$ cat config.mk
export PLATFORM = sky130hd
export DESIGN_NAME = ahb_boot_copy_master
export DESIGN_NICKNAME = d
export VERILOG_FILES = /design/src/rtl/ahb_master_pkg.sv /design/src/rtl/ahb_boot_copy_master.sv
export SDC_FILE = /design/constraint.sdc
export NUM_CORES = 1
export LEC_CHECK = 0
export ABC_CLOCK_PERIOD_IN_PS = 3000
export BUFFER_PORTS_ARGS = -buffer_cell sky130_fd_sc_hd__buf_2
export CORE_ASPECT_RATIO = 0.8
export CORE_MARGIN = 2
export CORE_UTILIZATION = 45
export CTS_BUF_LIST = sky130_fd_sc_hd__clkbuf_8 sky130_fd_sc_hd__clkbuf_16
export DETAILED_ROUTE_END_ITERATION = 6
export PLACE_DENSITY_LB_ADDON = 0.2
export SETUP_SLACK_MARGIN = 0.4
export SKIP_LAST_GASP = 1
export SLEW_MARGIN = 20
export SYNTH_ARGS = -nofsm -noshare
export SYNTH_HDL_FRONTEND = slang
export SYNTH_SLANG_ARGS = --single-unit
$ cat constraint.sdc
create_clock -name hclk -period 3 [get_ports hclk]
set_clock_uncertainty 0.15 [all_clocks]
set_input_delay 0.75 -clock hclk [delete_from_list [all_inputs] [get_ports hclk]]
set_output_delay 0.75 -clock hclk [all_outputs]
set_load 0.1 [all_outputs]
$ cat src/rtl/ahb_master_pkg.sv
// Shared AHB encodings and the copy-engine state type.
package ahb_master_pkg;

    localparam logic [1:0] HTRANS_IDLE   = 2'b00;
    localparam logic [1:0] HTRANS_NONSEQ = 2'b10;

    localparam logic [1:0] HRESP_OKAY  = 2'b00;
    localparam logic [1:0] HRESP_ERROR = 2'b01;
    localparam logic [1:0] HRESP_RETRY = 2'b10;
    localparam logic [1:0] HRESP_SPLIT = 2'b11;

    localparam logic [2:0] HSIZE_WORD    = 3'b010;
    localparam logic [2:0] HBURST_SINGLE = 3'b000;

    typedef enum logic [2:0] {
        ST_IDLE,
        ST_RD_A,
        ST_RD_D,
        ST_WR_A,
        ST_WR_D,
        ST_RESP2,
        ST_FIN
    } state_e;

endpackage

$ cat src/rtl/ahb_boot_copy_master.sv
// AHB initiator copying word_count 32-bit words from src_addr to dst_addr,
// one SINGLE read followed by one SINGLE write per word.
module ahb_boot_copy_master
    import ahb_master_pkg::*;
#(
    parameter int         CNT_W     = 10,
    parameter logic [3:0] HPROT_VAL = 4'b0011
) (
    input  logic             hclk,
    input  logic             n_hreset,
    input  logic             start,
    input  logic [31:0]      src_addr,
    input  logic [31:0]      dst_addr,
    input  logic [CNT_W-1:0] word_count,
    output logic             busy,
    output logic             done,
    output logic             err,
    output logic [CNT_W-1:0] words_done,
    output logic             hbusreq,
    input  logic             hgrant,
    output logic [31:0]      haddr,
    output logic [1:0]       htrans,
    output logic             hwrite,
    output logic [2:0]       hsize,
    output logic [2:0]       hburst,
    output logic [3:0]       hprot,
    output logic             hmastlock,
    output logic [31:0]      hwdata,
    input  logic [31:0]      hrdata,
    input  logic             hready,
    input  logic [1:0]       hresp
);

    state_e           state_q, state_d;
    logic [31:0]      src_ptr_q, src_ptr_d;
    logic [31:0]      dst_ptr_q, dst_ptr_d;
    logic [CNT_W-1:0] cnt_q, cnt_d;
    logic [CNT_W-1:0] words_done_q, words_done_d;
    logic [31:0]      buf_q, buf_d;
    logic [31:0]      haddr_q, haddr_d;
    logic [31:0]      hwdata_q, hwdata_d;
    logic             hwrite_q, hwrite_d;
    logic             busy_q, busy_d;
    logic             hbusreq_q, hbusreq_d;
    logic             done_q, done_d;
    logic             err_q, err_d;

    // Byte-lane bits of the job addresses are discarded by design.
    logic unused_addr_bits;
    assign unused_addr_bits = ^{src_addr[1:0], dst_addr[1:0]};

    always_comb begin
        state_d      = state_q;
        src_ptr_d    = src_ptr_q;
        dst_ptr_d    = dst_ptr_q;
        cnt_d        = cnt_q;
        words_done_d = words_done_q;
        buf_d        = buf_q;
        haddr_d      = haddr_q;
        hwdata_d     = hwdata_q;
        hwrite_d     = hwrite_q;
        busy_d       = busy_q;
        hbusreq_d    = hbusreq_q;
        err_d        = err_q;

        case (state_q)
            ST_IDLE: begin
                if (start) begin
                    err_d        = 1'b0;
                    words_done_d = '0;
                    if (word_count == '0) begin
                        state_d = ST_FIN;
                    end else begin
                        src_ptr_d = {src_addr[31:2], 2'b00};
                        dst_ptr_d = {dst_addr[31:2], 2'b00};
                        cnt_d     = word_count;
                        busy_d    = 1'b1;
                        hbusreq_d = 1'b1;
                        state_d   = ST_RD_A;
                    end
                end
            end
            ST_RD_A: begin
                if (hgrant && hready) state_d = ST_RD_D;
            end
            ST_RD_D: begin
                if (hready) begin
                    if (hresp == HRESP_OKAY) begin
                        buf_d   = hrdata;
                        state_d = ST_WR_A;
                    end else if (hresp == HRESP_ERROR) begin
                        err_d   = 1'b1;
                        state_d = ST_FIN;
                    end else begin
                        state_d = ST_RD_A;
                    end
                end else if (hresp != HRESP_OKAY) begin
                    state_d = ST_RESP2;
                end
            end
            ST_WR_A: begin
                if (hgrant && hready) state_d = ST_WR_D;
            end
            ST_WR_D: begin
                if (hready) begin
                    if (hresp == HRESP_OKAY) begin
                        words_done_d = words_done_q + 1'b1;
                        src_ptr_d    = src_ptr_q + 32'd4;
                        dst_ptr_d    = dst_ptr_q + 32'd4;
                        cnt_d        = cnt_q - 1'b1;
                        state_d      = (cnt_q == CNT_W'(1)) ? ST_FIN : ST_RD_A;
                    end else if (hresp == HRESP_ERROR) begin
                        err_d   = 1'b1;
                        state_d = ST_FIN;
                    end else begin
                        state_d = ST_WR_A;
                    end
                end else if (hresp != HRESP_OKAY) begin
                    state_d = ST_RESP2;
                end
            end
            ST_RESP2: begin
                // hwrite_q still identifies which half of the word failed.
                if (hready) begin
                    if (hresp == HRESP_ERROR) begin
                        err_d   = 1'b1;
                        state_d = ST_FIN;
                    end else begin
                        state_d = hwrite_q ? ST_WR_A : ST_RD_A;
                    end
                end
            end
            ST_FIN: begin
                state_d = ST_IDLE;
            end
            default: begin
                state_d = ST_IDLE;
            end
        endcase

        if (state_d == ST_RD_A) begin
            haddr_d  = src_ptr_d;
            hwrite_d = 1'b0;
        end else if (state_d == ST_WR_A) begin
            haddr_d  = dst_ptr_d;
            hwrite_d = 1'b1;
        end

        if (state_q == ST_WR_A && state_d == ST_WR_D) hwdata_d = buf_q;

        done_d = (state_d == ST_FIN);
        if (state_d == ST_FIN) begin
            busy_d    = 1'b0;
            hbusreq_d = 1'b0;
        end
    end

    always_ff @(posedge hclk) begin
        if (!n_hreset) begin
            state_q      <= ST_IDLE;
            src_ptr_q    <= '0;
            dst_ptr_q    <= '0;
            cnt_q        <= '0;
            words_done_q <= '0;
            buf_q        <= '0;
            haddr_q      <= '0;
            hwdata_q     <= '0;
            hwrite_q     <= 1'b0;
            busy_q       <= 1'b0;
            hbusreq_q    <= 1'b0;
            done_q       <= 1'b0;
            err_q        <= 1'b0;
        end else begin
            state_q      <= state_d;
            src_ptr_q    <= src_ptr_d;
            dst_ptr_q    <= dst_ptr_d;
            cnt_q        <= cnt_d;
            words_done_q <= words_done_d;
            buf_q        <= buf_d;
            haddr_q      <= haddr_d;
            hwdata_q     <= hwdata_d;
            hwrite_q     <= hwrite_d;
            busy_q       <= busy_d;
            hbusreq_q    <= hbusreq_d;
            done_q       <= done_d;
            err_q        <= err_d;
        end
    end

    // NONSEQ only while an address state actually owns the bus.
    assign htrans = ((state_q == ST_RD_A || state_q == ST_WR_A) && hgrant)
                    ? HTRANS_NONSEQ : HTRANS_IDLE;

    assign busy       = busy_q;
    assign done       = done_q;
    assign err        = err_q;
    assign words_done = words_done_q;
    assign hbusreq    = hbusreq_q;
    assign haddr      = haddr_q;
    assign hwrite     = hwrite_q;
    assign hwdata     = hwdata_q;
    assign hsize      = HSIZE_WORD;
    assign hburst     = HBURST_SINGLE;
    assign hprot      = HPROT_VAL;
    assign hmastlock  = 1'b0;

endmodule

Yosys cells after proc, flatten, opt, wreduce, memory -nomap -nowiden
Cells that the tools add are included.
W data, S select, Z words.

operators by class
  equality and inequality tests = 18
  add/subtract/negate cells = 4
  muxes and demuxes = 44
  bitwise logic cells = 2
  reductions and logical operators = 19

operators by type and width
  cell                     count
  $mux W32                 10
  $pmux W32 S2             2
  $mux W10                 7
  $add A32 B3 Y32 const B  2
  $mux W3                  14
  $pmux W10 S2             2
  $pmux W3 S6              1
  $eq A3 B3 Y1 const B     4
  $ne A2 B2 Y1 const B     6
  $add A10 B1 Y10 const B  1
  $eq A10 B1 Y1 const B    1
  $logic_not A10 Y1        1
  $reduce_and A5 Y1        2
  $sub A10 B1 Y10 const B  1
  $eq A3 B2 Y1 const B     3
  $eq A3 B1 Y1 const B     2
  $reduce_and A3 Y1        2
  $reduce_bool A2 Y1       3
  $reduce_or A2 Y1         3
  $mux W1                  5
  $mux W2                  2
  $reduce_and A4 Y1        1
  $logic_and A1 B1 Y1      3
  $logic_not A3 Y1         1
  7 further kinds          8

word-level totals
  bits in registers = 187
  logic and storage cells = 99
  output and inout bits = 92
  input port bits = 113

Longest topological paths before layout
Gate-level depths: netlist (run 1).

  depth after elaboration = 8
  depth in mapped cells = 12
  depth with buffers taken out = 9

Worst setup path after synthesis (run 1)
Ideal clock, no wire load.

  path kind = input -> register
  start = input port hgrant
  end = register haddr_q[7] (netlist: haddr[7])
  stages = 8
  buffers on the path = 1
  setup slack = -0.146 ns
  arrival time = 2.874 ns
  setup time = 0.122 ns
  required time = 2.728 ns
  path through = and3b_1 nand3_1 o21ai_0 a2111o_1 or2_1 buf_4 and3_1 a221o_1

on the way
  word-level cells in the longest chain between the ends = 5
  elaborated cells between the ends (all ways) = 8
  those cells by class = 2 x eq/ne; 4 x mux; 2 x reduce/logical

ends and longest elaborated chain
  element                                         line                                                      RTL
  start, declared                                 ahb_boot_copy_master.sv:20                                input logic hgrant,
  $logic_and A1 B1 Y1 (*)                         ahb_boot_copy_master.sv:84, ahb_boot_copy_master.sv:102
  $mux W3, on equally long branches               ahb_boot_copy_master.sv:102, ahb_boot_copy_master.sv:84
  $pmux W3 S6 (*)                                 ahb_boot_copy_master.sv:66                                case (state_q)
  $eq A3 B1 Y1 or $eq A3 B2 Y1 (tied branches)    ahb_boot_copy_master.sv:141, ahb_boot_copy_master.sv:144
  $mux W32 or $reduce_bool A2 Y1 (tied branches)  -
  end signal, assigned                            ahb_boot_copy_master.sv:180                               haddr_q <= haddr_d;
  end, declared                                   ahb_boot_copy_master.sv:40                                logic [31:0] haddr_q, haddr_d;

Every way passes the cells marked *; elsewhere a longest branch is shown, timed or not.
A chain may end at the register's enable or synchronous reset.

Worst setup path after layout (run 1)
  start = input port word_count[3]
  end = register haddr_q[3] (netlist: haddr[3])

on the way
  word-level cells in the longest chain between the ends = 6
  elaborated cells between the ends (all ways) = 15
  those cells by class = 2 x eq/ne; 11 x mux; 2 x reduce/logical

ends and longest elaborated chain
  element                                         line                         RTL
  start, declared                                 ahb_boot_copy_master.sv:14   input logic [CNT_W-1:0] word_count,
  $logic_not A10 Y1 (*)                           ahb_boot_copy_master.sv:71   if (word_count == '0) begin
  $mux W3 or $mux W32 (tied branches)             ahb_boot_copy_master.sv:71
  $mux W3 or $mux W32 (tied branches)             ahb_boot_copy_master.sv:68   if (start) begin
  $pmux W3 S6 or $pmux W32 S2 (tied branches)     ahb_boot_copy_master.sv:66
  $eq A3 B1 Y1, or another cell as far along      ahb_boot_copy_master.sv:141  if (state_d == ST_RD_A) begin
  $mux W32 or $reduce_bool A2 Y1 (tied branches)  -

Every way passes the cells marked *; elsewhere a longest branch is shown, timed or not. The select of a mux whose other input is x is not followed.

==> qor.yml, run 1 <==
outcome: "finished, final reports clean"
p_total_mw: 7.11
synth_common_cells: "228 x nand2_1, 187 x dfxtp_1, 123 x a21oi_1"
yosysMostFrequentCell: "nand2_1"
fillCellCount: 1854
reg2reg_depth: 11
r2r_setup_slack_ns: 0.34
numCtsBuffers: 17
peakVddDrop_uv: 495
synth_edf_count: 0
cts_hold_buf: 0
port_buffers: 188
met3_length_mm: 3.23
yosysUniqueCellTypes: 83
row_count: 47
cts_buffer_depth: 2
worstReg2RegStart: "state_q[1]"
multi_input_area_um2: 5550
post-place-cells: 1708
async_reset_ff_share_pct: 0
die_w_um: 166
setup_viol: 0
area_growth_pct: 35.4
cts_tree: "yes"
critPathMaxFanout: 5
crit_type: "in -> reg"
leakagePower_nw: 5.18
syn_inst: 1200
critPathCapture: "haddr[3]"
place_congestion: 0.939
required_ns: 3.19
drt-initial-drc-count: 1019
yosysWarnings: 0
synth_area_leader_cell: "dfxtp_1"
arrival_ns: 2.89
clock.fmax_mhz: 369
synth.cell_area_um2: 9440
hpwl_mm: 23.1
rsz0062_at_grt: "yes"
grt_pass1_vias: 8686
p_per_area_nw_per_um2: 557
ys.flop_type: "dfxtp_1"
fin_cells: 1775
avgSynthCellArea_um2: 7.86
grt_max_degree: 100
fin_crit_ns: 2.71
slew_viol_final: 0
r2r_end: "haddr[30]"
yosysTopAreaCellShare_pct: 39.7
ys_seq_elements: 187
seq_area_um2: 3750
final_nets: 1611
vias: 10200
ant_nets: 0
top_layer: "met4"
globalRouteTotalUtil_pct: 27.6
die_h_um: 134
ioPinCount: 205
fin_crit_sh_pct: 90.3
hold_class: "reg -> reg"
end_kind: "register"
die_area_um2: 22200
grt_pass1_wl_mm: 48.2
clk_latency_ns: 0.45
synth.top_cells.by_area: "dfxtp_1 40%, nand2_1 9.1%, a21oi_1 6.5%"
core_area_um2: 20600
cts_root_buf: "clkbuf_16"
wl_mm: 32.7
drc_errors: 0
cts.sinks: 187
antenna_found_initial: 0
synth-seq-area-share_pct: 39.7
hp-start: "buf_q[28]"
first_pass_iters: 5
clk_pin_slew_worst_paths_ns: 0.08
hold_viol_final: 0
wl_per_cell_um: 18.4
drt-met1-wl_mm: 15.5
critPathLaunch: "word_count[3]"
drive_gt1_share_pct: 32.6
diodes: 0
grt_overflow_total: 0
cts_max_level: 4
relSlewSlack_pct: 61.8
initial_core_util_pct: 45.7
maxCapViolCount: 0
tightestPinTransition_ns: 0.570
start_kind: "input port"
met2_length_mm: 13.7
avgViaCountPerCell: 5.73
flip-flops by register name, summed over array words and instances (netlist names):
register,flops
dst_ptr_q,32
haddr,32
hwdata,32
cnt_q,10
state_q,3
src_ptr_q,32
words_done,10
buf_q,32
err,1
done,1
hwrite,1
hbusreq,1
critical path, cell delays in order:
cell and delay (ns):
buf_6 0.09, or4_4 0.59, o31a_1 0.42, buf_6 0.17, mux2_4 0.29, a221oi_2 0.27
nor3_1 0.10, a21oi_2 0.13, o21ai_1 0.06
per-stage QoR:
step	instance area (µm²)	setup TNS, ns	hold WS (ns)	utilization, %	worst slack [ns]
after CTS	12300	0	0.300	59.5	0.310
after global placement	11500	-2.28	0.288	55.5	-0.251
after floorplan	9620	0	0.282	-	0.257
after detailed placement	11500	-3.10	0.291	55.5	-0.284
final	12800	0	0.299	61.9	0.292
after global routing	12800	0	0.315	61.9	0.247
placed cells by master (no fill, tap or decap), types with 12 or more instances in the layout:
master / Yosys / routed
a21oi_1: 123 / 116
a31oi_1: 21 / 20
and2_1: 15 / 15
and3_1: 17 / 17
buf_12: 0 / 13
buf_2: 18 / 186
buf_4: 18 / 133
buf_6: 5 / 20
clkbuf_16: 0 / 19
conb_1: 2 / 12
dfxtp_1: 187 / 182
inv_1: 13 / 13
mux2i_1: 19 / 15
nand2_1: 228 / 226
nand3_1: 69 / 54
nand3_2: 3 / 18
nand4_1: 29 / 29
nor2_1: 74 / 70
nor3_1: 18 / 17
o211ai_1: 14 / 14
o21ai_0: 71 / 45
o21ai_1: 13 / 35
or3_1: 12 / 12
routing by layer:
metal | vias to the layer above | GRT usage, %
li1 | 4895 | -
met1 | 4783 | 41.6
met2 | 465 | 38.6
met3 | 35 | 7.61
met4 | 0 | 6.91
met5 | - | 0
report_power, final:
| part | switching (mW) | internal (mW) | total, mW |
|---|---|---|---|
| clock network | 1.15 | 1.11 | 2.26 |
| logic | 1.32 | 0.698 | 2.02 |
| registers | 0.183 | 2.65 | 2.83 |
layout make-up:
cell class	instances	area share (%)
inverters	14	0.421
clock inverters	15	1.18
repair buffers	357	19.6
flip-flops and latches	187	29.4
well taps	269	2.63
clock buffers	17	3.33
multi-input cells	916	43.4
worst min-delay path by stage:
stage,slack (ns),depth (start not counted),end
2_1_floorplan,0.28,2,hwdata[0]
3_3_place_gp,0.29,2,hwdata[19]
3_5_place_dp,0.29,2,hwdata[20]
4_1_cts,0.30,2,hwdata[31]
5_1_grt,0.31,2,hwdata[8]
6_report,0.30,2,hwdata[28]
logic make-up (layout without fill, tap and decap cells):
family	after synthesis	after routing	synth area share [%]
compound gates	332	332	21.9
xor+xnor	11	11	1.02
fa+ha+maj	5	5	0.663
buf+inv	107	403	5.62
flops	187	187	39.7
mux	27	27	2.97
other cells	2	12	0.0796
simple gates	529	529	28.1
repair_timing:
action,in CTS,in global routing
pin swaps,13,21
cloned,0,2
endpoints found under the setup margin,37,37
gates resized for setup,37,65
buffers inserted,12,21
No activity file was read; power rests on OpenSTA's default activity.
==> run 2: changes to the inputs <==
--- a/config.mk
+++ b/config.mk
@@ -6,13 +6,13 @@
 export NUM_CORES = 1
 export LEC_CHECK = 0
 export ABC_CLOCK_PERIOD_IN_PS = 3000
-export BUFFER_PORTS_ARGS = -buffer_cell sky130_fd_sc_hd__buf_2
+export BUFFER_PORTS_ARGS = -buffer_cell sky130_fd_sc_hd__buf_4
 export CORE_ASPECT_RATIO = 0.8
 export CORE_MARGIN = 2
 export CORE_UTILIZATION = 45
 export CTS_BUF_LIST = sky130_fd_sc_hd__clkbuf_8 sky130_fd_sc_hd__clkbuf_16
 export DETAILED_ROUTE_END_ITERATION = 6
-export PLACE_DENSITY_LB_ADDON = 0.2
+export PLACE_DENSITY = 0.7
 export SETUP_SLACK_MARGIN = 0.4
 export SKIP_LAST_GASP = 1
 export SLEW_MARGIN = 20
==> qor.yml, run 2 (synthesis gave the netlist of run 1 again) <==
outcome: "finished, final reports clean"
p_per_area_nw_per_um2: 547  # -1.8%
diodes: 0  # unchanged
wl_mm: 33.1  # +1.2%
cts.sinks: 187  # unchanged
globalRouteTotalUtil_pct: 28.0  # +0.36 points
setup_viol: 0  # unchanged
place_congestion: 0.950  # +1.2%
avgViaCountPerCell: 5.78  # +0.82%
fin_crit_sh_pct: 89.9  # -0.32 points
critPathMaxFanout: 7  # +2
hpwl_mm: 23.1  # +0.16%
required_ns: 3.15  # -0.04 ns
final_cell_mix: "319 x buf_4, 228 x nand2_1, 183 x dfxtp_1, 119 x a21oi_1, 67 x nor2_1"
min_to: "hwdata[10]"
maxCapViolCount: 0  # unchanged
cts_root_buf: "clkbuf_16"
peakVddDrop_uv: 442  # -11%
worstReg2RegStart: "state_q[1]"
ant_nets: 0  # unchanged
cts_tree: "yes"
row_count: 47  # unchanged
tightestPinTransition_ns: 0.593  # +0.0226 ns
clk_latency_ns: 0.43  # -0.02 ns
arrival_ns: 2.85  # -0.04 ns
first_pass_iters: 6  # +1
core_area_um2: 20600  # unchanged
grt_pass1_vias: 9132  # +5.1%
relSlewSlack_pct: 60.5  # -1.3 points
finalSetupTns_ns: 0  # unchanged
port_buffers: 188  # unchanged
final_nets: 1607  # -0.25%
hold_viol_final: 0  # unchanged
drive_gt1_share_pct: 32.3  # -0.31 points
grt_max_degree: 53  # -47%
post-place-cells: 1708  # unchanged
cts_hold_buf: 0  # unchanged
fillCellCount: 1762  # -5.0%
vias: 10200  # +0.59%
final_common_cell: "buf_4"
start_kind: "input port"
post-route-util_pct: 64.2  # +2.3 points
drt-initial-drc-count: 1069  # +4.9%
end_kind: "register"
ioPinCount: 205  # unchanged
slew_viol_final: 0  # unchanged
r2r_end: "haddr[14]"
rsz0062_at_grt: "yes"
placed_area_um2: 12000  # +4.4%
die_w_um: 166  # unchanged
reg2reg_depth: 9  # -2
clock.fmax_mhz: 371  # +0.36%
area_growth_pct: 40.5
cts_buffer_depth: 2  # unchanged
hp-start: "buf_q[10]"
leakagePower_nw: 5.29  # +2.1%
grt_pass1_wl_mm: 49.6  # +2.8%
grt_overflow_total: 0  # unchanged
cts_max_level: 4  # unchanged
die_area_um2: 22200  # unchanged
wl_per_cell_um: 18.7  # +1.4%
hold_class: "reg -> reg"
numCtsBuffers: 17  # unchanged
hold_depth: 2  # unchanged
crit_type: "in -> reg"
clk_pin_slew_worst_paths_ns: 0.07  # about the same
fin_crit_ns: 2.70  # -0.00965 ns
antenna_found_initial: 0  # unchanged
drc_errors: 0  # unchanged
design_area_um2: 13300  # +3.8%
fin_cells: 1771  # -0.23%
p_total_mw: 7.25  # +1.9%
r2r_setup_slack_ns: 0.40  # +0.06 ns
die_h_um: 134  # unchanged
initial_core_util_pct: 45.7  # unchanged
[run 2: routing by layer]
metal	global-route usage, %	part of all wire (%)	vias up	wire length, µm
met5	0	0	-	0
li1	-	-	4885	-
met2	40.5	43	514	14200
met3	8.20	11	51	3650
met4	6.23	1.6	0	536
met1	41.0	44	4788	14700
[run 2: worst max path at each step]
stage                              from            to  slack [ns]
after detailed placement  word_count[3]      haddr[3]       -0.18
after global routing      word_count[3]     haddr[13]        0.28
after global placement    word_count[3]      haddr[3]       -0.17
after floorplan           word_count[3]      haddr[3]        0.26
final                     word_count[3]  src_ptr_q[3]        0.30
after CTS                 word_count[8]      haddr[3]        0.34
[run 2: critical path, cell delays in order]
cell and delay (ns):
buf_6 0.09, or4_4 0.58, o31a_4 0.43, buf_6 0.14, mux2_2 0.29, a221oi_4 0.28
buf_4 0.16, buf_4 0.09, nor2_1 0.03
[run 2: cell type report]
class / instances / area (µm²) / area share (%)
clock buffers: 17 / 425 / 3.21
repair buffers: 353 / 2940 / 22.2
clock inverters: 15 / 188 / 1.42
flip-flops and latches: 187 / 3750 / 28.3
well taps: 269 / 337 / 2.54
inverters: 14 / 53.8 / 0.406
multi-input cells: 916 / 5560 / 41.9
[run 2: report_power, final]
group / total (mW) / leakage (nW) / switching [mW] / internal, mW
clock network: 2.39 / 0.296 / 1.06 / 1.33
registers: 2.84 / 1.52 / 0.188 / 2.65
logic: 2.02 / 3.47 / 1.31 / 0.717
total: 7.25 / 5.29 / 2.55 / 4.70
[run 2: repair_timing]
action,in CTS,in global routing
setup buffers,6,19
endpoints found under the setup margin,34,39
resized for setup,28,66
pin swaps,8,35
gates cloned,0,6
[run 2: per-stage QoR]
stage,worst slack (ns),hold WS [ns]
2_1_floorplan,0.257,0.282
3_3_place_gp,-0.165,0.287
3_5_place_dp,-0.180,0.293
4_1_cts,0.344,0.300
5_1_grt,0.276,0.302
6_report,0.302,0.299
==> run 3: changes to the inputs <==
==> constraint.sdc (replaced) <==
create_clock -name hclk -period 3 [get_ports hclk]
set_clock_uncertainty 0.15 [all_clocks]
set_input_delay 0.75 -clock hclk [delete_from_list [all_inputs] [get_ports hclk]]
set_output_delay 0.75 -clock hclk [all_outputs]
set_load 0.005 [all_outputs]
==> qor.yml, run 3 (synthesis gave the netlist of run 1 again) <==
outcome: "finished, final reports clean"
cts_max_level: 4  # unchanged
fillCellCount: 1874  # +6.4%
die_w_um: 166  # unchanged
ant_nets: 0  # unchanged
row_count: 47  # unchanged
setup_viol: 0  # unchanged
grt_pass1_vias: 9014  # -1.3%
peakVddDrop_uv: 364  # -18%
antenna_found_initial: 0  # unchanged
avgViaCountPerCell: 5.75  # -0.62%
hold_viol_final: 0  # unchanged
required_ns: 3.22  # +0.07 ns
clock.fmax_mhz: 375  # +1.3%
arrival_ns: 2.89  # +0.04 ns
port_buffers: 188  # unchanged
grt_pass1_wl_mm: 49.0  # -1.2%
cts.sinks: 187  # unchanged
hpwl_mm: 22.9  # -1.1%
start_kind: "input port"
drt-initial-drc-count: 1105  # +3.4%
leakagePower_nw: 5.15  # -2.7%
ioPinCount: 205  # unchanged
initial_core_util_pct: 45.7  # unchanged
cts_buffer_depth: 2  # unchanged
p_total_mw: 6.56  # -9.5%
crit_type: "in -> reg"
r2r_setup_slack_ns: 0.38  # -0.02 ns
numCtsBuffers: 17  # unchanged
grt_max_degree: 61  # +15%
drive_gt1_share_pct: 30.9  # -1.4 points
slew_viol_final: 0  # unchanged
first_pass_iters: 5  # -1
wl_per_cell_um: 18.5  # -0.93%
wl_mm: 32.5  # -1.9%
drc_errors: 0  # unchanged
final_nets: 1589  # -1.1%
relSlewSlack_pct: 59.1  # -1.3 points
fin_crit_sh_pct: 88.8  # -1.1 points
placed_area_um2: 11800  # -1.3%
clk_pin_slew_worst_paths_ns: 0.07  # about the same
fin_crit_ns: 2.66  # -0.0340 ns
core_area_um2: 20600  # unchanged
end_kind: "register"
p_per_area_nw_per_um2: 505  # -7.5%
die_h_um: 134  # unchanged
globalRouteTotalUtil_pct: 27.7  # -0.28 points
diodes: 0  # unchanged
final_cell_mix: "311 x buf_4, 227 x nand2_1, 183 x dfxtp_1, 118 x a21oi_1, 72 x nor2_1"
area_growth_pct: 37.5
die_area_um2: 22200  # unchanged
design_area_um2: 13000  # -2.2%
grt_overflow_total: 0  # unchanged
maxCapViolCount: 0  # unchanged
cts_root_buf: "clkbuf_16"
hold_class: "reg -> reg"
critPathMaxFanout: 8  # +1
place_congestion: 0.946  # -0.43%
rsz0062_at_grt: "yes"
tightestPinTransition_ns: 0.605  # +0.0125 ns
final_common_cell: "buf_4"
clk_latency_ns: 0.44  # about the same
hold_slack_ns: 0.299  # -0.0000700 ns
cts_tree: "yes"
vias: 10100  # -1.6%
## run 3: cell type report
| type | count | area, µm² | area share, % |
|---|---|---|---|
| clock buffer | 17 | 425 | 3.28 |
| inverter | 14 | 53.8 | 0.415 |
| sequential | 187 | 3750 | 28.9 |
| timing repair buffer | 335 | 2750 | 21.2 |
| multi-input combinational | 916 | 5490 | 42.3 |
| clock inverter | 15 | 165 | 1.27 |
| tap | 269 | 337 | 2.59 |
## run 3: metal layers
layer  GRT usage (%)  up-vias  wire length [µm]
li1                -     4852                 -
met1            42.2     4692             15300
met2            38.8      482             13400
met3            6.57       45              3280
met4            7.20        0               545
met5               0        -                 0
## run 3: final timing paths
check,endpoint,start,depth (start not counted)
setup / recovery,haddr[31],word_count[6],10
hold / removal,hwdata[16],buf_q[16],2
setup reg to reg,haddr[7],cnt_q[1],10
hold reg to reg,hwdata[16],buf_q[16],2
## run 3: power by group
part	internal, mW	leakage, nW	switching (mW)
sequential	2.65	1.52	0.192
combinational	0.677	3.35	0.728
clock	1.25	0.275	1.07
total	4.57	5.15	1.99
## run 3: repair_timing
action / CTS / global route
cloned: 0 / 4
setup buffers: 1 / 23
resized for setup: 16 / 61
setup endpoints to repair: 35 / 39
pin swaps: 2 / 29
hold buffers: 0 / 0
## run 3: worst max-delay path, cell delays in order
cell and delay, ns:
buf_6 0.09, or4_4 0.57, o31a_4 0.43, o21ai_4 0.27, buf_12 0.18, o21ai_2 0.05, o211ai_1 0.13, mux2i_1 0.11
buf_4 0.17, o21ai_2 0.12
## run 3: metrics by stage
step                std cells  setup slack [ns]  TNS [ns]  util (%)
floorplan                1210             0.261         0         -
global placement         1693            -0.144     -1.12      57.3
detailed placement       1693            -0.141     -1.86      57.3
CTS                      1726             0.377         0      60.4
global route             1753             0.270         0      62.8
finish                   1753             0.336         0      62.8
